### config.mk
export PLATFORM = sky130hd
export DESIGN_NAME = fetch_unit
export DESIGN_NICKNAME = d
export VERILOG_FILES = /design/src/rtl/fetch_pkg.sv /design/src/rtl/fetch_queue.sv /design/src/rtl/fetch_unit.sv
export SDC_FILE = /design/constraint.sdc
export NUM_CORES = 1
export LEC_CHECK = 0
export BUFFER_PORTS_ARGS = -buffer_cell sky130_fd_sc_hd__buf_2
export CAP_MARGIN = 10
export CORE_ASPECT_RATIO = 0.75
export CORE_MARGIN = 8
export CORE_UTILIZATION = 35
export CTS_BUF_LIST = sky130_fd_sc_hd__clkbuf_4 sky130_fd_sc_hd__clkbuf_8
export DETAILED_ROUTE_END_ITERATION = 6
export SETUP_SLACK_MARGIN = 0.02
export SYNTH_ARGS = -nofsm -noshare
export SYNTH_HDL_FRONTEND = slang
export SYNTH_SLANG_ARGS = --single-unit
### constraint.sdc
create_clock -name clk -period 6.69 [get_ports clk]
set_input_delay 1.338 -clock clk [delete_from_list [all_inputs] [get_ports clk]]
set_output_delay 1.338 -clock clk [all_outputs]
set_load 0.01 [all_outputs]
### src/rtl/fetch_pkg.sv
// Shared types and constants for the instruction-fetch front end.
package fetch_pkg;

  localparam int unsigned XLEN        = 64;
  localparam int unsigned INSTR_W     = 32;
  localparam int unsigned INSTR_BYTES = 4;
  localparam logic [INSTR_W-1:0] NOP_INSTR = 32'h0000_0013;

  // Stale-response counter width; wide enough for many back-to-back redirects
  // against a slow memory.
  localparam int unsigned DROP_W = 16;

  typedef struct packed {
    logic [INSTR_W-1:0] instr;
  } fetch_entry_t;

endpackage

### src/rtl/fetch_queue.sv
// In-order FIFO of fetched instruction words; flush takes priority over push.
module fetch_queue
  import fetch_pkg::*;
#(
  parameter  int unsigned DEPTH = 2,
  localparam int unsigned CNT_W = $clog2(DEPTH) + 1
) (
  input  logic             clk,
  input  logic             rst,
  input  logic             flush,
  input  logic             push,
  input  fetch_entry_t     push_data,
  input  logic             pop,
  output fetch_entry_t     head_data,
  output logic [CNT_W-1:0] count
);

  localparam int unsigned PTR_W = $clog2(DEPTH);

  fetch_entry_t     mem_q [DEPTH];
  fetch_entry_t     mem_d [DEPTH];
  logic [PTR_W-1:0] wr_ptr_q, wr_ptr_d;
  logic [PTR_W-1:0] rd_ptr_q, rd_ptr_d;
  logic [CNT_W-1:0] count_q, count_d;

  always_comb begin
    // NOTE: every next-state value gets a default first, so no path leaves one unassigned and no latch is inferred.
    mem_d    = mem_q;
    wr_ptr_d = wr_ptr_q;
    rd_ptr_d = rd_ptr_q;
    count_d  = count_q;
    if (flush) begin
      wr_ptr_d = '0;
      rd_ptr_d = '0;
      count_d  = '0;
    end else begin
      if (push) begin
        mem_d[wr_ptr_q] = push_data;
        wr_ptr_d        = wr_ptr_q + PTR_W'(1);
      end
      if (pop) begin
        rd_ptr_d = rd_ptr_q + PTR_W'(1);
      end
      count_d = count_q + CNT_W'(push) - CNT_W'(pop);
    end
  end

  always_ff @(posedge clk) begin
    // NOTE: state registers use non-blocking assignments so every flop samples pre-edge values.
    if (!rst) begin
      wr_ptr_q <= '0;
      rd_ptr_q <= '0;
      count_q  <= '0;
    end else begin
      wr_ptr_q <= wr_ptr_d;
      rd_ptr_q <= rd_ptr_d;
      count_q  <= count_d;
    end
  end

  // NOTE: storage is deliberately not reset; count_q alone decides which entries are valid.
  always_ff @(posedge clk) begin
    mem_q <= mem_d;
  end

  assign head_data = mem_q[rd_ptr_q];
  assign count     = count_q;

endmodule

### src/rtl/fetch_unit.sv
// Instruction-fetch front end: PC generation, credit-limited imem requests, in-order
// response queue and redirect flush. Define FETCH_BYPASS_EN for empty-queue response bypass.
module fetch_unit
  import fetch_pkg::*;
#(
  parameter int unsigned      XLEN     = fetch_pkg::XLEN,
  parameter int unsigned      DEPTH    = 2,
  parameter logic [XLEN-1:0]  RESET_PC = '0
) (
  input  logic               clk,
  input  logic               rst,
  input  logic               redirect_valid,
  input  logic [XLEN-1:0]    redirect_pc,
  output logic               imem_req_valid,
  input  logic               imem_req_ready,
  output logic [XLEN-1:0]    imem_req_addr,
  input  logic               imem_rsp_valid,
  input  logic [INSTR_W-1:0] imem_rsp_data,
  output logic               out_valid,
  input  logic               out_ready,
  output logic [INSTR_W-1:0] out_instr,
  output logic [XLEN-1:0]    out_pc
);

  localparam int unsigned CNT_W  = $clog2(DEPTH) + 1;
  localparam int unsigned CRED_W = CNT_W + 1;

  logic [XLEN-1:0]   fetch_pc_q, fetch_pc_d;
  logic [XLEN-1:0]   head_pc_q, head_pc_d;
  logic [CNT_W-1:0]  outstanding_q, outstanding_d;
  logic [DROP_W-1:0] drop_cnt_q, drop_cnt_d;

  logic [CNT_W-1:0]  q_count;
  fetch_entry_t      q_head;
  fetch_entry_t      q_push_data;
  logic              q_push, q_pop, q_empty;

  logic [CRED_W-1:0] credits;
  logic [DROP_W-1:0] in_flight;
  logic [XLEN-1:0]   redirect_target;
  logic              req_hs, out_hs, rsp_live, byp_valid;

  assign credits         = CRED_W'(outstanding_q) + CRED_W'(q_count);
  assign in_flight       = drop_cnt_q + DROP_W'(outstanding_q);
  assign redirect_target = redirect_pc & ~XLEN'(3);
  assign q_empty         = (q_count == '0);

  // A response is live only if no stale words are pending and a live request exists;
  // anything arriving in a redirect cycle belongs to the abandoned path.
  assign rsp_live = imem_rsp_valid && !redirect_valid
                 && (drop_cnt_q == '0) && (outstanding_q != '0);

  assign imem_req_valid = rst && !redirect_valid && (credits < CRED_W'(DEPTH));
  assign req_hs         = imem_req_valid && imem_req_ready;

`ifdef FETCH_BYPASS_EN
  assign byp_valid = rsp_live && q_empty;
  assign out_valid = rst && !redirect_valid && (!q_empty || byp_valid);
  assign out_instr = !out_valid ? NOP_INSTR
                   : (q_empty ? imem_rsp_data : q_head.instr);
`else
  assign byp_valid = 1'b0;
  assign out_valid = rst && !redirect_valid && !q_empty;
  assign out_instr = out_valid ? q_head.instr : NOP_INSTR;
`endif

  assign out_hs            = out_valid && out_ready;
  assign q_push            = rsp_live && !(byp_valid && out_ready);
  assign q_pop             = out_hs && !q_empty;
  assign q_push_data.instr = imem_rsp_data;

  always_comb begin
    fetch_pc_d    = fetch_pc_q;
    head_pc_d     = head_pc_q;
    outstanding_d = outstanding_q;
    drop_cnt_d    = drop_cnt_q;
    if (redirect_valid) begin
      fetch_pc_d    = redirect_target;
      head_pc_d     = redirect_target;
      outstanding_d = '0;
      // Every request still in flight becomes stale, minus one if it returns right now.
      drop_cnt_d    = in_flight - DROP_W'(imem_rsp_valid && (in_flight != '0));
    end else begin
      if (req_hs) begin
        fetch_pc_d = fetch_pc_q + XLEN'(INSTR_BYTES);
      end
      if (out_hs) begin
        head_pc_d = head_pc_q + XLEN'(INSTR_BYTES);
      end
      outstanding_d = outstanding_q + CNT_W'(req_hs) - CNT_W'(rsp_live);
      if (imem_rsp_valid && (drop_cnt_q != '0)) begin
        drop_cnt_d = drop_cnt_q - DROP_W'(1);
      end
    end
  end

  always_ff @(posedge clk) begin
    if (!rst) begin
      fetch_pc_q    <= RESET_PC;
      head_pc_q     <= RESET_PC;
      outstanding_q <= '0;
      drop_cnt_q    <= '0;
    end else begin
      fetch_pc_q    <= fetch_pc_d;
      head_pc_q     <= head_pc_d;
      outstanding_q <= outstanding_d;
      drop_cnt_q    <= drop_cnt_d;
    end
  end

  assign imem_req_addr = fetch_pc_q;
  assign out_pc        = head_pc_q;

  fetch_queue #(
    .DEPTH (DEPTH)
  ) u_queue (
    .clk       (clk),
    .rst       (rst),
    .flush     (redirect_valid),
    .push      (q_push),
    .push_data (q_push_data),
    .pop       (q_pop),
    .head_data (q_head),
    .count     (q_count)
  );

`ifndef SYNTHESIS
  // A response with nothing in flight is a memory protocol violation.
  a_rsp_has_request: assert property (@(posedge clk) disable iff (!rst)
    imem_rsp_valid |-> ((outstanding_q != '0) || (drop_cnt_q != '0)));

  a_queue_no_overflow: assert property (@(posedge clk) disable iff (!rst)
    q_push |-> (q_count < CNT_W'(DEPTH)));
`endif

endmodule

-- Word-level counts from Yosys, hierarchy flattened
Index checks and enable logic that the tools add are counted.
- bits in registers: 214
- bits in latches: 0
- RAM bits: 0
- bits in read-only memories: 0
- output and inout port bits: 162
- logic and storage cells: 68
- memories kept: 0
- add/sub/neg operators: 12
- $mul: 0
- divide/modulo/power cells: 0
- $lt $le $gt $ge: 4
- equality and inequality tests: 0
- shift-type cells: 0
- mux-type cells: 13
- bitwise logic cells: 4
- reductions and logical operators: 24
- operator list (operator ; number):
    $mux 64 ; 4
    $mux 32 ; 5
    $add 64x3->64 const B ; 2
    $bwmux 64 ; 1
    $demux 32 s1 ; 1
    $mux 16 ; 2
    $reduce_bool 16->1 ; 2
    $add 16x2->16 ; 1
    $logic_not 16->1 ; 1
    $sub 16x1->16 ; 1
    $sub 16x1->16 const B ; 1
    $logic_and 1x1->1 ; 12
    $reduce_bool 2->1 ; 4
    $add 2x1->2 ; 2
    $ge 2x2->1 const B ; 2
    $not 1->2 ; 2
    $sub 2x1->2 ; 2
    $add 2x2->3 ; 1
    $lt 3x2->1 const B ; 1
    $add 1x1->1 const B ; 2
    $logic_not 1->1 ; 2
    $logic_not 2->1 ; 1
    $lt 2x1->1 const B ; 1
    $not 1->1 ; 2
    other kinds (2) ; 2

-- Longest topological paths before layout
Gate-level depths: netlist of run 1.
- depth in word-level cells: 6
- gate-level depth with buffers: 17
- depth with buffers taken out: 16

-- Cells and area by module
From an unflattened synthesis of run 1, not the netlist that was laid out.
- cell total of the unflattened synthesis: 1349
- area, all modules: 11822.6 um2
- modules (own cells, without submodules) (module ; instances ; cells an instance ; area each (um2) ; sequential area each (um2)):
    fetch_unit ; 1 ; 1230 ; 9166.3 ; 2842.7
    fetch_queue ; 1 ; 119 ; 2656.3 ; 2001.9

-- Worst setup path after synthesis of run 1
No wires, ideal clock.
- path kind: input -> register
- start point: input redirect_valid
- end point: register u_queue.mem_q[0] in the netlist's numbering, enable pin
- setup time: 421 ps
- arrival: 3427 ps
- setup slack: 2842 ps
- stages on the path: 5
- cells stage by stage: buf_6 > inv_2 > clkbuf_1 > nand4b_1 > nor2_1
- word-level cells in the longest chain between the ends: 5
- elaborated cells on any way between the ends: 6
- RTL lines (element ; RTL line ; RTL):
    start: declaration ; fetch_unit.sv:12 ; input logic redirect_valid,
    $logic_not 1->1 ; fetch_unit.sv:50 ; assign rsp_live = imem_rsp_valid && !redirect_valid
    $logic_and 1x1->1 ; fetch_unit.sv:50 ;
    $logic_and 1x1->1 (2 in a row) ; fetch_unit.sv:51 ; && (drop_cnt_q == '0) && (outstanding_q != '0);
    $reduce_and 2->1 (no source line) (*) ; - ;
    end signal: assignment ; fetch_queue.sv:63 ; mem_q <= mem_d;
    end: declaration ; fetch_queue.sv:20 ; fetch_entry_t mem_q [DEPTH];
Mark *: on every way between the ends. The rest lies on a longest branch, timed or not.
A chain may end at the register's enable or synchronous reset.

-- Final worst setup path of run 1
- start point: register drop_cnt_q[0]
- end point: register drop_cnt_q[12]
- word-level cells in the longest chain between the ends: 5
- elaborated cells on any way between the ends: 10
- RTL lines (element ; RTL line ; RTL):
    start: declaration ; fetch_unit.sv:31 ; logic [DROP_W-1:0] drop_cnt_q, drop_cnt_d;
    start signal: assignment ; fetch_unit.sv:107 ; drop_cnt_q <= drop_cnt_d;
    $add 16x2->16 ; fetch_unit.sv:44 ; assign in_flight = drop_cnt_q + DROP_W'(outstanding_q);
    $reduce_bool 16->1 ; fetch_unit.sv:82 ; drop_cnt_d = in_flight - DROP_W'(imem_rsp_valid && (in_flight != '0));
    $logic_and 1x1->1 ; fetch_unit.sv:82 ;
    $sub 16x1->16 ; fetch_unit.sv:82 ;
    $mux 16 ; fetch_unit.sv:77 ; if (redirect_valid) begin
Several ways; a longest one is shown, not always the timed one. The select of a mux whose other input is x is not followed.

==> results of run 1 <==
-- power by group through the flow --
stage / Sequential, mW / Combinational, mW / Clock [mW]
final: 1.59 / 0.972 / 1.21
after global routing: 1.61 / 1.06 / 1.29
after CTS: 1.58 / 0.955 / 1.24
after detailed placement: 1.61 / 0.949 / 0
after global placement: 1.61 / 0.937 / 0
after floorplan: 1.53 / 0.720 / 0
-- tightest hold or removal path, cell delays in order, from the launching register on --
cell and delay (ns):
dfxtp_1 0.35, nand2_1 0.07, a31oi_1 0.07
-- cell families (layout without fill, tap and decap cells) --
| kind of cell | count (synthesis) | in the layout |
|---|---|---|
| fa+ha+maj | 13 | 13 |
| simple gates | 564 | 564 |
| buf+inv | 131 | 378 |
| xor+xnor | 92 | 92 |
| other cells | 1 | 4 |
| mux | 48 | 48 |
| flops | 210 | 210 |
| compound gates | 302 | 302 |
-- worst paths after layout --
kind                                    from                          end  slack (ns)  depth (start not counted)
setup reg to reg  drop_cnt_q[0]$_SDFFE_PN0P_  drop_cnt_q[12]$_SDFFE_PN0P_        2.07                         15
setup / recovery  drop_cnt_q[0]$_SDFFE_PN0P_  drop_cnt_q[12]$_SDFFE_PN0P_        2.07                         15
hold / removal        out_pc[3]$_SDFFE_PN0P_       out_pc[3]$_SDFFE_PN0P_        0.54                          2
hold reg to reg       out_pc[3]$_SDFFE_PN0P_       out_pc[3]$_SDFFE_PN0P_        0.54                          2
-- layout make-up --
class / instances / area [um^2] / area share [%]
repair buffers: 272 / 1409 / 9.958
inverters: 44 / 168.9 / 1.194
clock buffers: 51 / 664.4 / 4.696
clock inverters: 11 / 63.81 / 0.4510
multi-input cells: 1023 / 6434 / 45.47
well taps: 450 / 563.0 / 3.979
flip-flops and latches: 210 / 4846 / 34.25
-- cells in the mapped netlist (12+ instances only) --
library cell / n / share of area, %
nor4_1: 45 / 2.4
clkbuf_1: 62 / 2.0
or3_1: 15 / 0.80
nand2_1: 117 / 3.7
nor3_1: 55 / 2.3
xnor2_1: 64 / 4.8
mux2i_1: 43 / 3.7
edfxtp_1: 64 / 16
o22ai_1: 14 / 0.74
and2_1: 17 / 0.90
a21oi_1: 82 / 3.5
a22oi_1: 20 / 1.3
and3_1: 17 / 0.90
nand4_1: 54 / 2.9
a211oi_1: 12 / 0.76
o21ai_0: 63 / 2.7
nand3_1: 60 / 2.5
nor2_1: 112 / 3.6
a31oi_1: 22 / 1.2
buf_2: 14 / 0.59
inv_1: 39 / 1.2
dfxtp_1: 146 / 25
xor2_1: 28 / 2.1
-- registers in the layout (all words and copies together) (netlist names) --
register,flops
u_queue.mem_q,64
drop_cnt_q,16
outstanding_q,2
u_queue.wr_ptr_q,1
u_queue.count,2
imem_req_addr,62
out_pc,62
u_queue.rd_ptr_q,1
-- layer usage --
metal  track usage [%]  vias to the layer above  wire length [um]
li1                  -                     5531                 -
met1             28.80                     5669             19240
met2             31.57                      621             19230
met3             5.931                       80              4589
met4             6.699                        4              1311
met5                 0                        -                27
==> impl_metrics.env, run 1 <==
export IMPL_syn_to_final_growth_pct=20.02
export IMPL_final_cell_count_no_fill=2061
export IMPL_ir_drop_v=0.0001256
export IMPL_end_kind="flop"
export IMPL_p_leak_nw=5.247
export IMPL_cts_setup_buffers=0
export IMPL_clk_pin_slew_ns=0.06
export IMPL_htreeDepth=2
export IMPL_p_int_mw=2.428
export IMPL_drive_gt1_share_pct=23.03
export IMPL_period_share_pct=69.02
export IMPL_synth_adder_area_share_pct=1.507
export IMPL_hold_viol=0
export IMPL_whs_ns=0.5378
export IMPL_fin_tns_setup_ns=0
export IMPL_drc=0
export IMPL_postRouteAntennaNets=0
export IMPL_cts_inserted_buffers=37
export IMPL_synthSimpleGateAreaFrac_pct=25.40
export IMPL_fp_dieH_um=174.9
export IMPL_cts_sinks=210
export IMPL_synth_compound_area_share_pct=16.46
export IMPL_clkPwrFrac_pct=32.2
export IMPL_worst_path_buf_inv=1
export IMPL_sw_frac_of_total_pct=35.68
export IMPL_hold_path_class="reg2reg"
export IMPL_track_usage_pct=21.01
export IMPL_cpLargestDelayFamily="compound AO/OA/AOI/OAI gates"
export IMPL_cts_root_buf="clkbuf_8"
export IMPL_critPathLaunchType="flop"
export IMPL_synth_seq_area_share_pct=41.10
export IMPL_switching_power_mw=1.346
export IMPL_post_place_cells=1999
export IMPL_initial_core_util_pct=35.31
export IMPL_row_count=58
export IMPL_syn_inst=1361
export IMPL_drt_pass1_iterations=5
export IMPL_design_area_um2=14150
export IMPL_gp_congestion=0.8943
export IMPL_synth_edff_count=64
export IMPL_synth_distinct_cells=86
export IMPL_synthMuxAreaShare_pct=4.129
export IMPL_cts_max_path_buffers=3
export IMPL_antenna_found_initial=2
export IMPL_clkLatencyLatePin_ns=0.57
export IMPL_seqPwrFrac_pct=42.1
export IMPL_synth_yosys_warnings=0
export IMPL_grt_overflow=0
export IMPL_fin_ws_ns=2.073
export IMPL_first_iter_violations=1207
export IMPL_drv_slew=0
export IMPL_postPlaceCellArea_um2=13420
export IMPL_avgViaCountPerCell=5.776
export IMPL_path_max_fanout=11
export IMPL_dp_slack_ns=2.194
export IMPL_synth_flop_cell="dfxtp_1"
export IMPL_final_cell_mix="256 x buf_2, 145 x dfxtp_1, 117 x nand2_1"
export IMPL_wl_mm=44.40
export IMPL_final_nets=1703
export IMPL_crit_arrival_ns=5.11
export IMPL_ctsHoldBuffers=0
export IMPL_worstMarginPinSlew_ns=1.200
export IMPL_cts_resized=0
export IMPL_die_x_um=227.9
export IMPL_cts_tree="built"
export IMPL_crit_path_max_incr_delay_ns=0.59
export IMPL_max_slew_margin_rel_pct=19.72
export IMPL_period_needed_ns=4.617
export IMPL_ys_seq_elements=210
export IMPL_nFillCells=3414
export IMPL_synth_top_family_by_area="simple AND/OR/NAND/NOR gates"
export IMPL_final_util_pct=42.38
export IMPL_num_io_pins=264
export IMPL_avgSynthCellArea_um2=8.662
export IMPL_rsz0062_at_grt="false"
export IMPL_antenna_cells=0
export IMPL_path_cells="ha_1 -> inv_1 -> fa_1 -> nand4b_1 -> nor3_1 -> o211ai_1 -> a211oi_1 -> nand2_1 -> o31a_1 -> ha_1 -> ha_1 -> nand3_1 -> nor2_1 -> a311o_1 -> o221ai_1"
export IMPL_synthXorXnorAreaFrac_pct=6.835
export IMPL_grt_pass1_wl_mm=66.99
export IMPL_layout_commonest_cell="buf_2"
export IMPL_post_drt_wl_per_cell_um=21.54
export IMPL_maxCapViolations=0
export IMPL_grt_start_max_net_pins=51
export IMPL_num_vias=11905
export IMPL_p_comb_share_pct=25.7
export IMPL_critPathKind="reg2reg"
export IMPL_dieArea_um2=39870
export IMPL_grt_pass1_vias=11069
export IMPL_netlist_area_um2=11790
export IMPL_cp_common_cell="ha_1"
export IMPL_power_mw=3.774
export IMPL_core_um2=33380
export IMPL_fin_skew_ns=0.03356
export IMPL_required_ns=7.18
export IMPL_final_setup_viol_count=0
export IMPL_async_flop_share_pct=0
export IMPL_power_density_nw_per_um2=266.7
export IMPL_io_buffers=257
export IMPL_hpwl_mm=32.66
export IMPL_run_status="completed"
export IMPL_fmax_mhz=216.6
export IMPL_slowest_stage="a211oi_1"
No activity file was read; power rests on OpenSTA's default activity.
==> inputs of run 2 (changes only) <==
==> constraint.sdc (replaced) <==
create_clock -name clk -period 3.9 [get_ports clk]
set_input_delay 0.78 -clock clk [delete_from_list [all_inputs] [get_ports clk]]
set_output_delay 0.78 -clock clk [all_outputs]
set_load 0.01 [all_outputs]
==> run 2 against run 1 <==
Clock power up 82%. Global-route usage up 0.57 points. First-iteration DRC count up 2.1%. Sequential power up 68%. Worst hold slack worse by 0.14 ns. Total power up 80%. Design area up 2.3%. Utilization up 0.99 points. Largest cell class unchanged. Largest power group unchanged. Highest routed layer unchanged.
==> impl_metrics.env, run 2 (same netlist as run 1, synthesis figures left out) <==
export IMPL_first_iter_violations=1232
export IMPL_die_x_um=227.9
export IMPL_final_nets=1733
export IMPL_drive_gt1_share_pct=25.21
export IMPL_seqPwrFrac_pct=39.2
export IMPL_drv_slew=0
export IMPL_rr_endpoint="drop_cnt_q[4]$_SDFFE_PN0P_"
export IMPL_path_max_fanout=5
export IMPL_p_leak_nw=5.430
export IMPL_largest_register_ffs=64
export IMPL_p_comb_share_pct=28.5
export IMPL_initial_core_util_pct=35.31
export IMPL_track_usage_pct=21.59
export IMPL_switching_power_mw=2.408
export IMPL_antenna_found_initial=4
export IMPL_max_slew_margin_rel_pct=19.60
export IMPL_fin_tns_setup_ns=0
export IMPL_design_area_um2=14480
export IMPL_end_kind="flop"
export IMPL_fin_ws_ns=0.2734
export IMPL_crit_arrival_ns=4.06
export IMPL_nFillCells=3430
export IMPL_rsz0062_at_grt="true"
export IMPL_postPlaceCellArea_um2=13650
export IMPL_run_status="completed"
export IMPL_critPathLaunchType="flop"
export IMPL_grt_overflow=0
export IMPL_final_cell_mix="256 x buf_2, 145 x dfxtp_1, 117 x nand2_1"
export IMPL_regMostFlops="u_queue.mem_q"
export IMPL_num_io_pins=264
export IMPL_cts_max_path_buffers=3
export IMPL_sw_frac_of_total_pct=35.35
export IMPL_cts_root_buf="clkbuf_8"
export IMPL_clk_pin_slew_ns=0.07
export IMPL_crit_end="drop_cnt_q[4]$_SDFFE_PN0P_"
export IMPL_layout_commonest_cell="buf_2"
export IMPL_cts_tree="built"
export IMPL_critPathKind="reg2reg"
export IMPL_fin_skew_ns=0.04248
export IMPL_power_density_nw_per_um2=470.5
export IMPL_ir_drop_v=0.0002289
export IMPL_fmax_mhz=275.7
export IMPL_r2r_start="outstanding_q[0]$_SDFF_PP0_"
export IMPL_post_place_cells=2025
export IMPL_ff2ff_setup_slack_ns=0.27
export IMPL_period_needed_ns=3.627
export IMPL_htreeDepth=2
export IMPL_cts_inserted_buffers=38
export IMPL_num_vias=12043
export IMPL_reg2reg_depth=17
export IMPL_drc=0
export IMPL_period_share_pct=92.99
export IMPL_dieArea_um2=39870
export IMPL_fp_dieH_um=174.9
export IMPL_final_cell_count_no_fill=2094
export IMPL_syn_to_final_growth_pct=22.81
export IMPL_maxCapViolations=0
export IMPL_row_count=58
export IMPL_wl_mm=45.24
export IMPL_cts_sinks=210
export IMPL_grt_pass1_vias=11385
export IMPL_postRouteAntennaNets=0
export IMPL_grt_start_max_net_pins=97
export IMPL_core_um2=33380
export IMPL_hold_viol=0
export IMPL_crit_start="outstanding_q[0]$_SDFF_PP0_"
export IMPL_post_drt_wl_per_cell_um=21.60
export IMPL_hpwl_mm=33.28
export IMPL_worstMarginPinSlew_ns=1.202
export IMPL_required_ns=4.34
export IMPL_final_setup_viol_count=0
export IMPL_clkLatencyLatePin_ns=0.59
export IMPL_grt_pass1_wl_mm=68.81
export IMPL_hold_path_class="in2reg"
export IMPL_avgViaCountPerCell=5.751
export IMPL_dp_slack_ns=0.001828
export IMPL_drt_pass1_iterations=7
export IMPL_gp_congestion=0.8976
export IMPL_clkPwrFrac_pct=32.3
export IMPL_p_int_mw=4.404
export IMPL_io_buffers=257
export IMPL_ctsHoldBuffers=0
==> run 2: changes by cell type in the layout (fill, tap and decap cells not counted), moves of 2 or more <==
cell,delta
buf_12,+3
clkinv_1,-4
clkbuf_4,+9
diode_2,+2
buf_4,+27
clkbuf_8,-3
==> run 2: final cells by class <==
class	count	area, um^2	area share (%)
multi-input combinational	1023	6471	44.70
sequential	210	4846	33.47
inverter	44	168.9	1.167
clock inverter	7	76.32	0.5272
clock buffer	57	690.7	4.771
timing repair buffer	301	1657	11.44
tap	450	563.0	3.889
antenna	2	5.005	0.03457
==> run 2: layer usage <==
metal | track usage (%) | up-vias | wire length [um] | part of all wire (%)
li1 | - | 5584 | - | -
met1 | 29.35 | 5764 | 19500 | 43
met2 | 32.10 | 616 | 19800 | 44
met3 | 6.790 | 75 | 4711 | 10
met4 | 7.099 | 4 | 1200 | 2.7
met5 | 0 | - | 27 | 0.060
==> run 2: how the worst min path moves through the flow <==
stage / from / end / slack, ns / cells after the start
after floorplan: imem_req_addr[3]$_SDFFE_PN0P_ / imem_req_addr[3]$_SDFFE_PN0P_ / 0.52 / 2
after global placement: imem_req_addr[3]$_SDFFE_PN0P_ / imem_req_addr[3]$_SDFFE_PN0P_ / 0.51 / 2
after detailed placement: imem_req_addr[3]$_SDFFE_PN0P_ / imem_req_addr[3]$_SDFFE_PN0P_ / 0.52 / 2
after CTS: imem_rsp_data[18] / u_queue.mem_q[18]$_DFFE_PP_ / 0.36 / 1
after global routing: imem_rsp_data[18] / u_queue.mem_q[18]$_DFFE_PP_ / 0.35 / 1
final: imem_rsp_data[18] / u_queue.mem_q[18]$_DFFE_PP_ / 0.40 / 1
==> run 2: worst max-delay path: stages, from the launching register on <==
cell      delay, ns
dfxtp_1        0.33
ha_1           0.17
inv_1          0.05
fa_1           0.38
nand4b_1       0.21
buf_4          0.19
nor3_1         0.19
o211ai_1       0.16
a211oi_2       0.26
nand2_1        0.10
o31a_1         0.33
ha_1           0.22
ha_2           0.24
mux2i_1        0.16
o32ai_1        0.10
a21oi_1        0.18
xor2_1         0.18
nor2_1         0.05
==> run 2: per-stage QoR <==
stage | hold WS (ns) | util [%] | total power, mW
floorplan | 0.5185 | - | 3.854
global placement | 0.5141 | 40.88 | 4.524
detailed placement | 0.5156 | 40.88 | 4.542
CTS | 0.3558 | 43.22 | 6.763
global route | 0.3518 | 43.37 | 7.203
finish | 0.4000 | 43.37 | 6.812
==> run 2: power groups by stage <==
| stage | logic, mW | clock network [mW] | registers [mW] |
|---|---|---|---|
| floorplan | 1.23 | 0 | 2.62 |
| detailed placement | 1.83 | 0 | 2.71 |
| finish | 1.94 | 2.20 | 2.67 |
| CTS | 1.85 | 2.25 | 2.66 |
| global route | 2.13 | 2.38 | 2.70 |
| global placement | 1.82 | 0 | 2.71 |
==> run 2: timing repair <==
action / 4_1_cts / 5_1_grt
endpoints found under the setup margin: 2 / 13
buffers inserted: 2 / 1
pin swaps: 0 / 2
gates resized for setup: 0 / 9
